===== src/rtl/divider_pkg.sv =====
// Shared definitions for the shift-subtract divider: state encoding and default width.
package divider_pkg;

    localparam int N_DEF = 4;

    typedef enum logic [1:0] {
        IDLE = 2'b00,
        CHK  = 2'b01,
        DIV  = 2'b10,
        DONE = 2'b11
    } state_t;

endpackage


===== src/rtl/divider_control.sv =====
// Divider sequencer: IDLE -> CHK -> DIV x N -> DONE, with the step counter.
module divider_control
    import divider_pkg::*;
#(
    parameter int N = N_DEF
) (
    input  logic Clk,
    input  logic Reset,
    input  logic St,
    input  logic Ovf,
    output logic Load,
    output logic Sh,
    output logic Su,
    output logic Fin,
    output logic Idle,
    output logic Done
);

    localparam int CW = $clog2(N + 1);

    state_t          state;
    logic [CW-1:0]   cnt;
    logic            last;

    assign last = (cnt == CW'(N - 1));

    always_ff @(posedge Clk or posedge Reset) begin
        if (Reset) begin
            state <= IDLE;
            cnt   <= '0;
        end else begin
            case (state)
                IDLE: if (St) begin
                    state <= CHK;
                    cnt   <= '0;
                end
                CHK:  state <= Ovf ? DONE : DIV;
                DIV: begin
                    cnt <= cnt + 1'b1;
                    if (last) state <= DONE;
                end
                default: state <= IDLE;
            endcase
        end
    end

    // Moore status outputs; Load is the only strobe that looks at St.
    assign Idle = (state == IDLE);
    assign Done = (state == DONE);
    assign Load = Idle & St;
    assign Sh   = (state == DIV);
    assign Su   = (state == CHK) & Ovf;
    assign Fin  = Sh & last;

endmodule


===== src/rtl/shift_sub_divider.sv =====
// Restoring divider: 2N-bit dividend / N-bit divisor, one quotient bit per clock.
module shift_sub_divider
    import divider_pkg::*;
#(
    parameter int N = N_DEF
) (
    input  logic             Clk,
    input  logic             Reset,
    input  logic             St,
    input  logic [2*N-1:0]   Dividend,
    input  logic [N-1:0]     Divisor,
    output logic [N-1:0]     Quotient,
    output logic [N-1:0]     Remainder,
    output logic             V,
    output logic             Idle,
    output logic             Done
);

    logic [2*N:0]  acc;
    logic [N-1:0]  dvs;
    logic [2*N:0]  t_sh;
    logic [2*N:0]  t_next;
    logic [N:0]    hi;
    logic [N:0]    hi_sub;
    logic          ge;
    logic          ovf;
    logic          load, sh, su, fin;

    // Quotient fits in N bits only if the upper dividend half is below the divisor.
    assign ovf    = (dvs == '0) || (acc[2*N-1:N] >= dvs);

    assign t_sh   = acc << 1;
    assign hi     = t_sh[2*N:N];
    assign ge     = hi >= {1'b0, dvs};
    assign hi_sub = hi - {1'b0, dvs};
    assign t_next = ge ? {hi_sub, t_sh[N-1:1], 1'b1} : t_sh;

    divider_control #(.N(N)) u_ctrl (
        .Clk   (Clk),
        .Reset (Reset),
        .St    (St),
        .Ovf   (ovf),
        .Load  (load),
        .Sh    (sh),
        .Su    (su),
        .Fin   (fin),
        .Idle  (Idle),
        .Done  (Done)
    );

    always_ff @(posedge Clk or posedge Reset) begin
        if (Reset) begin
            acc       <= '0;
            dvs       <= '0;
            Quotient  <= '0;
            Remainder <= '0;
            V         <= 1'b0;
        end else begin
            if (load) begin
                acc <= {1'b0, Dividend};
                dvs <= Divisor;
                V   <= 1'b0;
            end
            if (su) begin
                V         <= 1'b1;
                Quotient  <= '0;
                Remainder <= '0;
            end
            if (sh) begin
                acc <= t_next;
                if (fin) begin
                    Quotient  <= t_next[N-1:0];
                    Remainder <= t_next[2*N-1:N];
                end
            end
        end
    end

endmodule

===== config.mk =====
export PLATFORM = sky130hd
export DESIGN_NAME = shift_sub_divider
export DESIGN_NICKNAME = d
export VERILOG_FILES = /design/src/rtl/divider_pkg.sv /design/src/rtl/divider_control.sv /design/src/rtl/shift_sub_divider.sv
export SDC_FILE = /design/constraint.sdc
export NUM_CORES = 1
export LEC_CHECK = 0
export CAP_MARGIN = 5
export CORE_UTILIZATION = 23
export CTS_BUF_LIST = sky130_fd_sc_hd__clkbuf_4 sky130_fd_sc_hd__clkbuf_8 sky130_fd_sc_hd__clkbuf_16
export CTS_CLUSTER_DIAMETER = 200
export DETAILED_ROUTE_END_ITERATION = 7
export PLACE_DENSITY = 0.51
export SLEW_MARGIN = 20
export SYNTH_ARGS = -nofsm -noshare
export SYNTH_HDL_FRONTEND = slang
export SYNTH_SLANG_ARGS = --single-unit
export TNS_END_PERCENT = 5

===== constraint.sdc =====
create_clock -name Clk -period 1.9 [get_ports Clk]
set_input_delay 0.38 -clock Clk [delete_from_list [all_inputs] [get_ports Clk]]
set_output_delay 0.38 -clock Clk [all_outputs]
set_load 0.02 [all_outputs]

==> flow_summary.json, run 1 <==
{
  "whs_ps": 452.3,
  "die_w_um": 83.33,
  "cp-end-kind": "flip-flop",
  "grt_pass1_wl_mm": 6.078,
  "clockPowerShare": 0.127,
  "p_sw_frac": 0.4277,
  "cp.arrival_ps": 1960,
  "final-max-slew-violation-count": 0,
  "fin_util": 0.3216,
  "cts_tree": "built",
  "combPwrFrac": 0.608,
  "final-seq-area_um2": 650.6,
  "rows": 29,
  "layout_setup_ws_ps": 112.4,
  "period_needed_ps": 1788,
  "insertedDiodeCount": 0,
  "fp.dieH_um": 83.33,
  "synth_xor_area_frac": 0.005757,
  "io_buffers": 25,
  "via_per_inst": 4.822,
  "setup_viol_count_final": 0,
  "first_global_vias": 1227,
  "drive_above_1_share": 0.1758,
  "io_pins": 26,
  "critPathRequiredTime_ps": 2070,
  "cts_buffer_depth": 2,
  "status": "finished clean",
  "startpoint_type": "flip-flop",
  "fin_skew_ps": 4.436,
  "seq_area_frac_synth": 0.4276,
  "nets": 214,
  "timing.fmax_mhz": 559.4,
  "drt_iter0_drc": 64,
  "stdcell_area_mm2": 0.002042,
  "antenna_found_initial": 0,
  "fin_crit_sh": 0.9408,
  "grt_max_degree": 27,
  "rsz0062_at_grt": "false",
  "synth.distinct_cells": 33,
  "detail_route.first_pass.iterations": 4,
  "p_sw_mw": 1.575,
  "synth_area_mm2": 0.001521,
  "yosys_warnings": 0,
  "cts_buffers": 3,
  "die-area_mm2": 0.006944,
  "vias": 1249,
  "hold_viol": 0,
  "cts.root.buffer_cell": "clkbuf_8",
  "htree_num_levels": 1,
  "core_mm2": 0.006350,
  "p_total_mw": 3.682,
  "totalNegativeSetupSlack_ps": 0,
  "crit_type": "flip-flop to flip-flop",
  "synth-simple-area-share": 0.1234,
  "cts_setup_buffers": 0,
  "gr-total-overflow": 0,
  "crit_fanout": 8,
  "dp_hpwl_mm": 2.682,
  "cts.sinks": 26,
  "placed_cell_area_mm2": 0.001947,
  "synth_top_family_by_area": "compound AO/OA/AOI/OAI gates",
  "timing.rr.start": "acc[6]",
  "synth_seq_cells": 26,
  "wire_per_inst_um": 14.00,
  "syn_avg_cell_area_um2": 10.42,
  "pwr-share-seq": 0.265,
  "syn2layout_area_growth_pct": 34.21,
  "num-fill-cells": 654,
  "powerDensity_mw_per_mm2": 1803,
  "drcViolationCount": 0,
  "synth_top_area_frac": 0.4276,
  "clock_latency_ps": 280,
  "synth_area_leader_cell": "dfrtp_1",
  "crit_start": "acc[6]",
  "dp_worst_setup_slack_ps": 91.59,
  "maxCapViolCount": 0,
  "syn_inst": 146,
  "synthMuxAreaShare": 0.04934,
  "placed_cells": 255,
  "multi_input_area_um2": 832.0,
  "hp-class": "primary input to async pin",
  "antenna_left": 0,
  "stdcell_count": 259,
  "relSlewSlack": 0.7563,
  "synth_fa_ha_area_frac": 0.1365,
  "gp_congestion": 0.7955,
  "postCtsHoldBufs": 0,
  "synthTopCellsByArea": "dfrtp_1 43%, ha_1 12%, nand2_1 3.9%, a21oi_1 3.6%, o21ai_0 3.6%",
  "initial_utilization": 0.2396,
  "clk_pin_slew_ps": 100,
  "totalWireLength_mm": 3.625,
  "synth_nets": 177,
  "globalRouteTotalUtil": 0.1090,
  "synth_compound_area_frac": 0.2171,
  "vdd_drop_max_mv": 0.6165,
  "worst_pin_slew_ps": 361.7,
  "internal_power_mw": 2.107,
  "leakagePower_nw": 0.9138
}
-- state kept, by name (all words and copies together), names as in the netlist --
| name | count |
|---|---|
| Remainder | 4 |
| dvs | 4 |
| u_ctrl.state | 2 |
| u_ctrl.cnt | 3 |
| acc | 8 |
| Quotient | 4 |
| V | 1 |
-- worst max-delay path, cell delays in order, from the launching register on --
cell and delay, ps:
dfrtp_1 430, ha_1 360, nand4_1 120, nand2_2 110, or3_1 400, a32o_1 260
-- final timing paths --
| check | cells after the start | slack, ps | to |
|---|---|---|---|
| max | 5 | 110 | Remainder[1] |
| min | 3 | 450 | u_ctrl.cnt[2] |
| max reg2reg | 5 | 110 | Remainder[1] |
| min reg2reg | 2 | 490 | V |
| max in group asynchronous | 3 | 1200 | dvs[1] |
| min in group Clk | 2 | 490 | V |
-- layout by cell type, fill, tap and decap left out, drive strengths merged, types with 2 or more instances in the layout --
cell	synthesis	layout
dfrtp	26	26
clkdlybuf4s50	0	23
nand2	16	16
ha	15	15
o21ai	12	12
buf	4	12
a21oi	11	11
inv	10	10
nor2	5	5
a32o	5	5
a31o	5	5
mux2	4	4
nand3	4	4
nand2b	3	3
a22o	3	3
or3	3	3
mux2i	3	3
clkbuf	1	3
a211oi	2	2
dlygate4sd2	0	2
-- power by group through the flow --
stage	logic [mW]	registers (mW)	clock network, mW
final	2.24	0.975	0.468
after CTS	2.17	0.974	0.486
after detailed placement	2.17	0.984	0
after global placement	2.16	0.987	0
after global routing	2.54	1.01	0.502
after floorplan	1.45	1.04	0
-- repair_timing --
action	CTS	global route
pin swaps	0	0
setup endpoints to repair	2	10
hold endpoints to repair	0	0
resized for setup	2	6
-- logic make-up after synthesis --
group / count (synthesis)
mux: 7
fa+ha+maj: 16
xor+xnor: 1
buf+inv: 15
compound gates: 44
flops: 26
simple gates: 37
-- cell usage after synthesis --
library cell / instances
a211o_1: 1
a211oi_1: 2
a21oi_1: 11
a22o_1: 3
a2bb2oi_2: 1
a311o_1: 1
a31o_2: 5
a32o_1: 5
and2_1: 1
and3_1: 1
buf_2: 4
clkbuf_1: 1
dfrtp_1: 26
fa_1: 1
ha_1: 15
inv_1: 10
mux2_2: 4
mux2i_1: 3
nand2_1: 16
nand2b_1: 3
nand3_1: 4
nand4_1: 1
nor2_1: 5
nor2b_1: 1
nor3_1: 1
nor4_4: 1
o21ai_0: 11
o21ai_1: 1
o2bb2ai_1: 1
o32a_1: 1
o41ai_4: 1
or3_1: 3
xor2_1: 1
-- layer usage --
metal	vias to the layer above	global-route usage	routed length, µm
li1	610	-	-
met1	604	0.1573	1823
met2	33	0.1692	1648
met3	2	0.02286	136
met4	0	0.01881	15
met5	-	0	0
-- area by class of cell --
class / instances / share of cell area
Multi-Input combinational cell: 105 / 0.4075
Sequential cell: 26 / 0.3186
Timing Repair Buffer: 37 / 0.1734
Tap cell: 77 / 0.04718
Clock buffer: 3 / 0.02022
Inverter: 10 / 0.01838
Clock inverter: 1 / 0.01471
Power figures use the tool's default switching activity.
==> inputs of run 2 (changes only) <==
--- a/config.mk
+++ b/config.mk
@@ -6,11 +6,11 @@
 export NUM_CORES = 1
 export LEC_CHECK = 0
 export CAP_MARGIN = 5
-export CORE_UTILIZATION = 23
+export CORE_UTILIZATION = 52
 export CTS_BUF_LIST = sky130_fd_sc_hd__clkbuf_4 sky130_fd_sc_hd__clkbuf_8 sky130_fd_sc_hd__clkbuf_16
 export CTS_CLUSTER_DIAMETER = 200
 export DETAILED_ROUTE_END_ITERATION = 7
-export PLACE_DENSITY = 0.51
+export PLACE_DENSITY = 0.89
 export SLEW_MARGIN = 20
 export SYNTH_ARGS = -nofsm -noshare
 export SYNTH_HDL_FRONTEND = slang
==> run 2 against run 1 <==
- combinational power increased by 5%
- fmax fell by 4.7%
- critical path depth rose by 2
- non-clock buffer count grew 1
- clock skew decreased by 1.4 ps
- worst setup slack worse by 88 ps
- register-to-register slack got worse by 90 ps
- global-route usage increased by 13 points
- cell count fell by 18%
- first-iteration DRC count is 56% lower
- count of clock-buffer cells in the layout unchanged
==> flow_summary.json, run 2 (synthesized netlist as in run 1, its figures left out) <==
{
  "status": "finished clean",
  "cts.sinks": 26,
  "antenna_left": 0,
  "clock_latency_ps": 320,
  "drive_above_1_share": 0.2033,
  "leakagePower_nw": 0.8939,
  "drcViolationCount": 0,
  "drt_iter0_drc": 28,
  "via_per_inst": 6.216,
  "die-area_mm2": 0.003146,
  "placed_cell_area_mm2": 0.001874,
  "core_mm2": 0.002758,
  "antenna_found_initial": 0,
  "io_buffers": 25,
  "hold_viol": 0,
  "cts_tree": "built",
  "mostFrequentLayoutCell": "dfrtp_1",
  "crit_fanout": 7,
  "setup_viol_count_final": 0,
  "relSlewSlack": 0.7717,
  "gr-total-overflow": 0,
  "grt_max_degree": 27,
  "top_register": "acc",
  "worst_pin_slew_ps": 338.8,
  "first_global_vias": 1348,
  "stdcell_area_mm2": 0.001951,
  "die_w_um": 56.09,
  "p_total_mw": 3.585,
  "fin_skew_ps": 3.055,
  "globalRouteTotalUtil": 0.2410,
  "period_needed_ps": 1875,
  "startpoint_type": "flip-flop",
  "cp.arrival_ps": 2120,
  "wire_per_inst_um": 17.30,
  "fp.dieH_um": 56.09,
  "grt_pass1_wl_mm": 5.816,
  "io_pins": 26,
  "largest_reg_flops": 8,
  "rows": 19,
  "htree_num_levels": 1,
  "detail_route.first_pass.iterations": 4,
  "crit_type": "flip-flop to flip-flop",
  "insertedDiodeCount": 0,
  "maxCapViolCount": 0,
  "cp-end-kind": "flip-flop",
  "hp-class": "primary input to async pin",
  "clk_pin_slew_ps": 130,
  "initial_utilization": 0.5517,
  "vias": 1324,
  "critPathRequiredTime_ps": 2150,
  "powerDensity_mw_per_mm2": 1838,
  "timing.fmax_mhz": 533.3,
  "totalWireLength_mm": 3.685,
  "final-max-slew-violation-count": 0,
  "gp_congestion": 0.9317,
  "nets": 215,
  "postCtsHoldBufs": 0,
  "mostFrequentLayoutCells": "24 x dfrtp_1, 23 x clkdlybuf4s50_1, 15 x nand2_1",
  "dp_hpwl_mm": 2.635,
  "cts.root.buffer_cell": "clkbuf_4",
  "cts_buffer_depth": 2,
  "fin_crit_sh": 0.9870,
  "syn2layout_area_growth_pct": 28.21,
  "vdd_drop_max_mv": 1.422,
  "cts_buffers": 3
}
-- run 2: critical path, cell delays in order (launching register included) --
cell	delay (ps)
dfrtp_1	450
inv_1	110
ha_1	310
nor2b_2	130
o21ai_2	110
o41ai_4	350
buf_4	210
o2bb2ai_1	120
-- run 2: power by group --
group | switching (mW) | internal [mW]
Sequential | 0.215 | 0.791
Clock | 0.158 | 0.0743
Combinational | 1.28 | 1.06
Total | 1.66 | 1.93
-- run 2: per-layer routing --
layer	routed length (µm)	vias to the layer above	GRT usage	share of wire
met5	0	-	0	0
met4	93	0	0.1220	0.025
met3	236	15	0.05581	0.064
met2	1950	67	0.4116	0.53
met1	1404	636	0.2820	0.38
li1	-	606	-	-
-- run 2: worst paths after layout --
path / slack [ps] / endpoint / cells after the start / startpoint
max in group asynchronous: 1240 / dvs[1] / 3 / Reset
max: 20 / Quotient[0] / 7 / acc[4]
min: 400 / Quotient[1] / 3 / Reset
min reg2reg: 500 / V / 2 / V
max reg2reg: 20 / Quotient[0] / 7 / acc[4]
min in group Clk: 500 / V / 2 / V
-- run 2: layout make-up --
type	count	area, µm²
timing repair buffer	38	357.8
clock buffer	3	22.52
fill	198	807.0
inverter	10	37.54
sequential	26	653.1
multi-input combinational	105	840.8
tap	31	38.79
-- run 2: repair_timing --
action,CTS,global route
resized for setup,3,8
endpoints found under the setup margin,3,11
setup buffers,0,3
pin swaps,0,1
-- run 2: stage by stage --
step	hold WS [ps]	util	setup WS [ps]	std cells	TNS, ps
6_report	399.4	0.7074	24.77	213	0
4_1_cts	416.3	0.6874	9.106	210	0
2_1_floorplan	420.0	-	189.1	146	0
3_5_place_dp	473.0	0.6797	11.62	207	0
3_3_place_gp	463.1	0.6797	88.39	207	0
5_1_grt	444.0	0.7074	-52.44	213	-138.9
==> inputs of run 3 (changes only) <==
--- a/config.mk
+++ b/config.mk
@@ -6,7 +6,9 @@
 export NUM_CORES = 1
 export LEC_CHECK = 0
 export CAP_MARGIN = 5
-export CORE_UTILIZATION = 52
+export CELL_PAD_IN_SITES_DETAIL_PLACEMENT = 0
+export CELL_PAD_IN_SITES_GLOBAL_PLACEMENT = 1
+export CORE_UTILIZATION = 41
 export CTS_BUF_LIST = sky130_fd_sc_hd__clkbuf_4 sky130_fd_sc_hd__clkbuf_8 sky130_fd_sc_hd__clkbuf_16
 export CTS_CLUSTER_DIAMETER = 200
 export DETAILED_ROUTE_END_ITERATION = 7
==> run 3 against run 2 <==
- largest power group unchanged
- sequential power shrank 4%
- combinational power decreased by 3%
- utilization fell by 12 points
- critical path depth fell by 2
- total power rose by 3.3%
- count of clock-buffer cells in the layout unchanged
- fmax grew 3.3%
==> flow_summary.json, run 3 (synthesized netlist as in run 1, its figures left out) <==
{
  "powerDensity_mw_per_mm2": 1845,
  "drive_above_1_share": 0.1902,
  "grt_max_degree": 27,
  "cp_slowest_stage_delay_ps": 450,
  "drt_iter0_drc": 22,
  "leakagePower_nw": 0.9185,
  "drcViolationCount": 0,
  "detail_route.first_pass.iterations": 4,
  "fin_skew_ps": 8.523,
  "cp.arrival_ps": 1980,
  "postCtsHoldBufs": 0,
  "htree_num_levels": 1,
  "worstRegToRegCells": 5,
  "cts_buffers": 3,
  "grt_pass1_wl_mm": 6.285,
  "gr-total-overflow": 0,
  "core_mm2": 0.003442,
  "nets": 216,
  "worst_pin_slew_ps": 362.9,
  "mostFrequentLayoutCells": "25 x dfrtp_1, 23 x clkdlybuf4s50_1, 15 x nand2_1",
  "hp-class": "primary input to async pin",
  "mostFrequentLayoutCell": "dfrtp_1",
  "fin_util": 0.5831,
  "largest_reg_flops": 8,
  "timing.fmax_mhz": 551.0,
  "crit_fanout": 7,
  "vias": 1291,
  "startpoint_type": "flip-flop",
  "rows": 21,
  "cts.root.buffer_cell": "clkbuf_8",
  "p_total_mw": 3.703,
  "antenna_found_initial": 0,
  "clock_latency_ps": 280,
  "crit_type": "flip-flop to flip-flop",
  "insertedDiodeCount": 0,
  "die_w_um": 62.92,
  "period_needed_ps": 1815,
  "final-max-slew-violation-count": 0,
  "stdcell_area_mm2": 0.002007,
  "num-fill-cells": 297,
  "io_pins": 26,
  "totalWireLength_mm": 3.571,
  "layout_setup_ws_ps": 85.07,
  "maxCapViolCount": 0,
  "clk_pin_slew_ps": 100,
  "hold_viol": 0,
  "die-area_mm2": 0.003958,
  "setup_viol_count_final": 0,
  "first_global_vias": 1359,
  "gp_congestion": 0.8252,
  "r2r_end": "Remainder[1]",
  "status": "finished clean",
  "cts.sinks": 26,
  "dp_hpwl_mm": 2.640,
  "worst_path_max_delay_cell": "dfrtp_2",
  "top_register": "acc",
  "totalNegativeSetupSlack_ps": 0,
  "antenna_left": 0,
  "syn2layout_area_growth_pct": 31.91,
  "cts_buffer_depth": 2,
  "cp-end-kind": "flip-flop",
  "rsz0062_at_grt": "false",
  "placed_cell_area_mm2": 0.001916,
  "fp.dieH_um": 62.92,
  "relSlewSlack": 0.7565,
  "initial_utilization": 0.4420,
  "reg2reg_slack_ps": 90,
  "cts_tree": "built",
  "wire_per_inst_um": 15.53,
  "timing.rr.start": "acc[5]",
  "io_buffers": 25,
  "via_per_inst": 5.613,
  "critPathRequiredTime_ps": 2060,
  "globalRouteTotalUtil": 0.2067,
  "fin_crit_sh": 0.9552,
  "path_cells": "ha_1 -> o21ai_1 -> a21oi_2 -> or3_1 -> a32o_1",
  "vdd_drop_max_mv": 0.8118,
  "dp_worst_setup_slack_ps": 28.24
}
-- run 3: changes by cell type in the layout (fill, tap and decap cells not counted), sizes merged --
cell    before  now
buf         13   14
bufinv       0    1
-- run 3: layout make-up --
type                       instances  area, µm²  area share
clock buffer                       3      41.29     0.02057
sequential                        26      651.9      0.3248
tap                               46      57.56     0.02868
multi-input combinational        105      823.3      0.4102
inverter                          10      37.54     0.01870
timing repair buffer              39      365.4      0.1820
clock inverter                     1      30.03     0.01496
-- run 3: through the flow --
| stage | cells | hold WS, ps |
|---|---|---|
| floorplan | 146 | 420.0 |
| global placement | 225 | 461.8 |
| detailed placement | 225 | 476.8 |
| CTS | 229 | 457.2 |
| global route | 230 | 484.8 |
| finish | 230 | 449.7 |
-- run 3: worst max path at each step --
stage	startpoint	end	slack, ps	cells after the start
finish	acc[5]	Remainder[1]	90	5
global route	acc[4]	Quotient[2]	3	7
CTS	dvs[3]	Remainder[1]	30	6
detailed placement	dvs[3]	Remainder[1]	30	6
global placement	St	u_ctrl.state[0]	110	5
floorplan	dvs[1]	Remainder[0]	190	6
-- run 3: timing repair --
action,4_1_cts,5_1_grt
resized for setup,3,5
cloned,0,0
endpoints found under the setup margin,3,6
endpoints found under the hold margin,0,0
buffers inserted,0,1
-- run 3: worst max-delay path: cells and delay by family, from the launching register on --
kind	cells	cell delay (ps)
adders and majority gates	1	360
and+or+nand+nor	1	350
AOI/OAI and AO/OA	3	540
DFF	1	450
-- run 3: power breakdown --
part	leakage [nW]	switching (mW)	internal (mW)
Clock	0.0357	0.182	0.282
Combinational	0.553	1.22	1.04
Sequential	0.329	0.183	0.790
-- run 3: routing by layer --
layer	global-route usage	vias up	wire length, µm
met5	0	-	0
met4	0.06395	0	67
met3	0.04927	6	158
met2	0.3723	39	1816
met1	0.2379	633	1528
li1	-	613	-
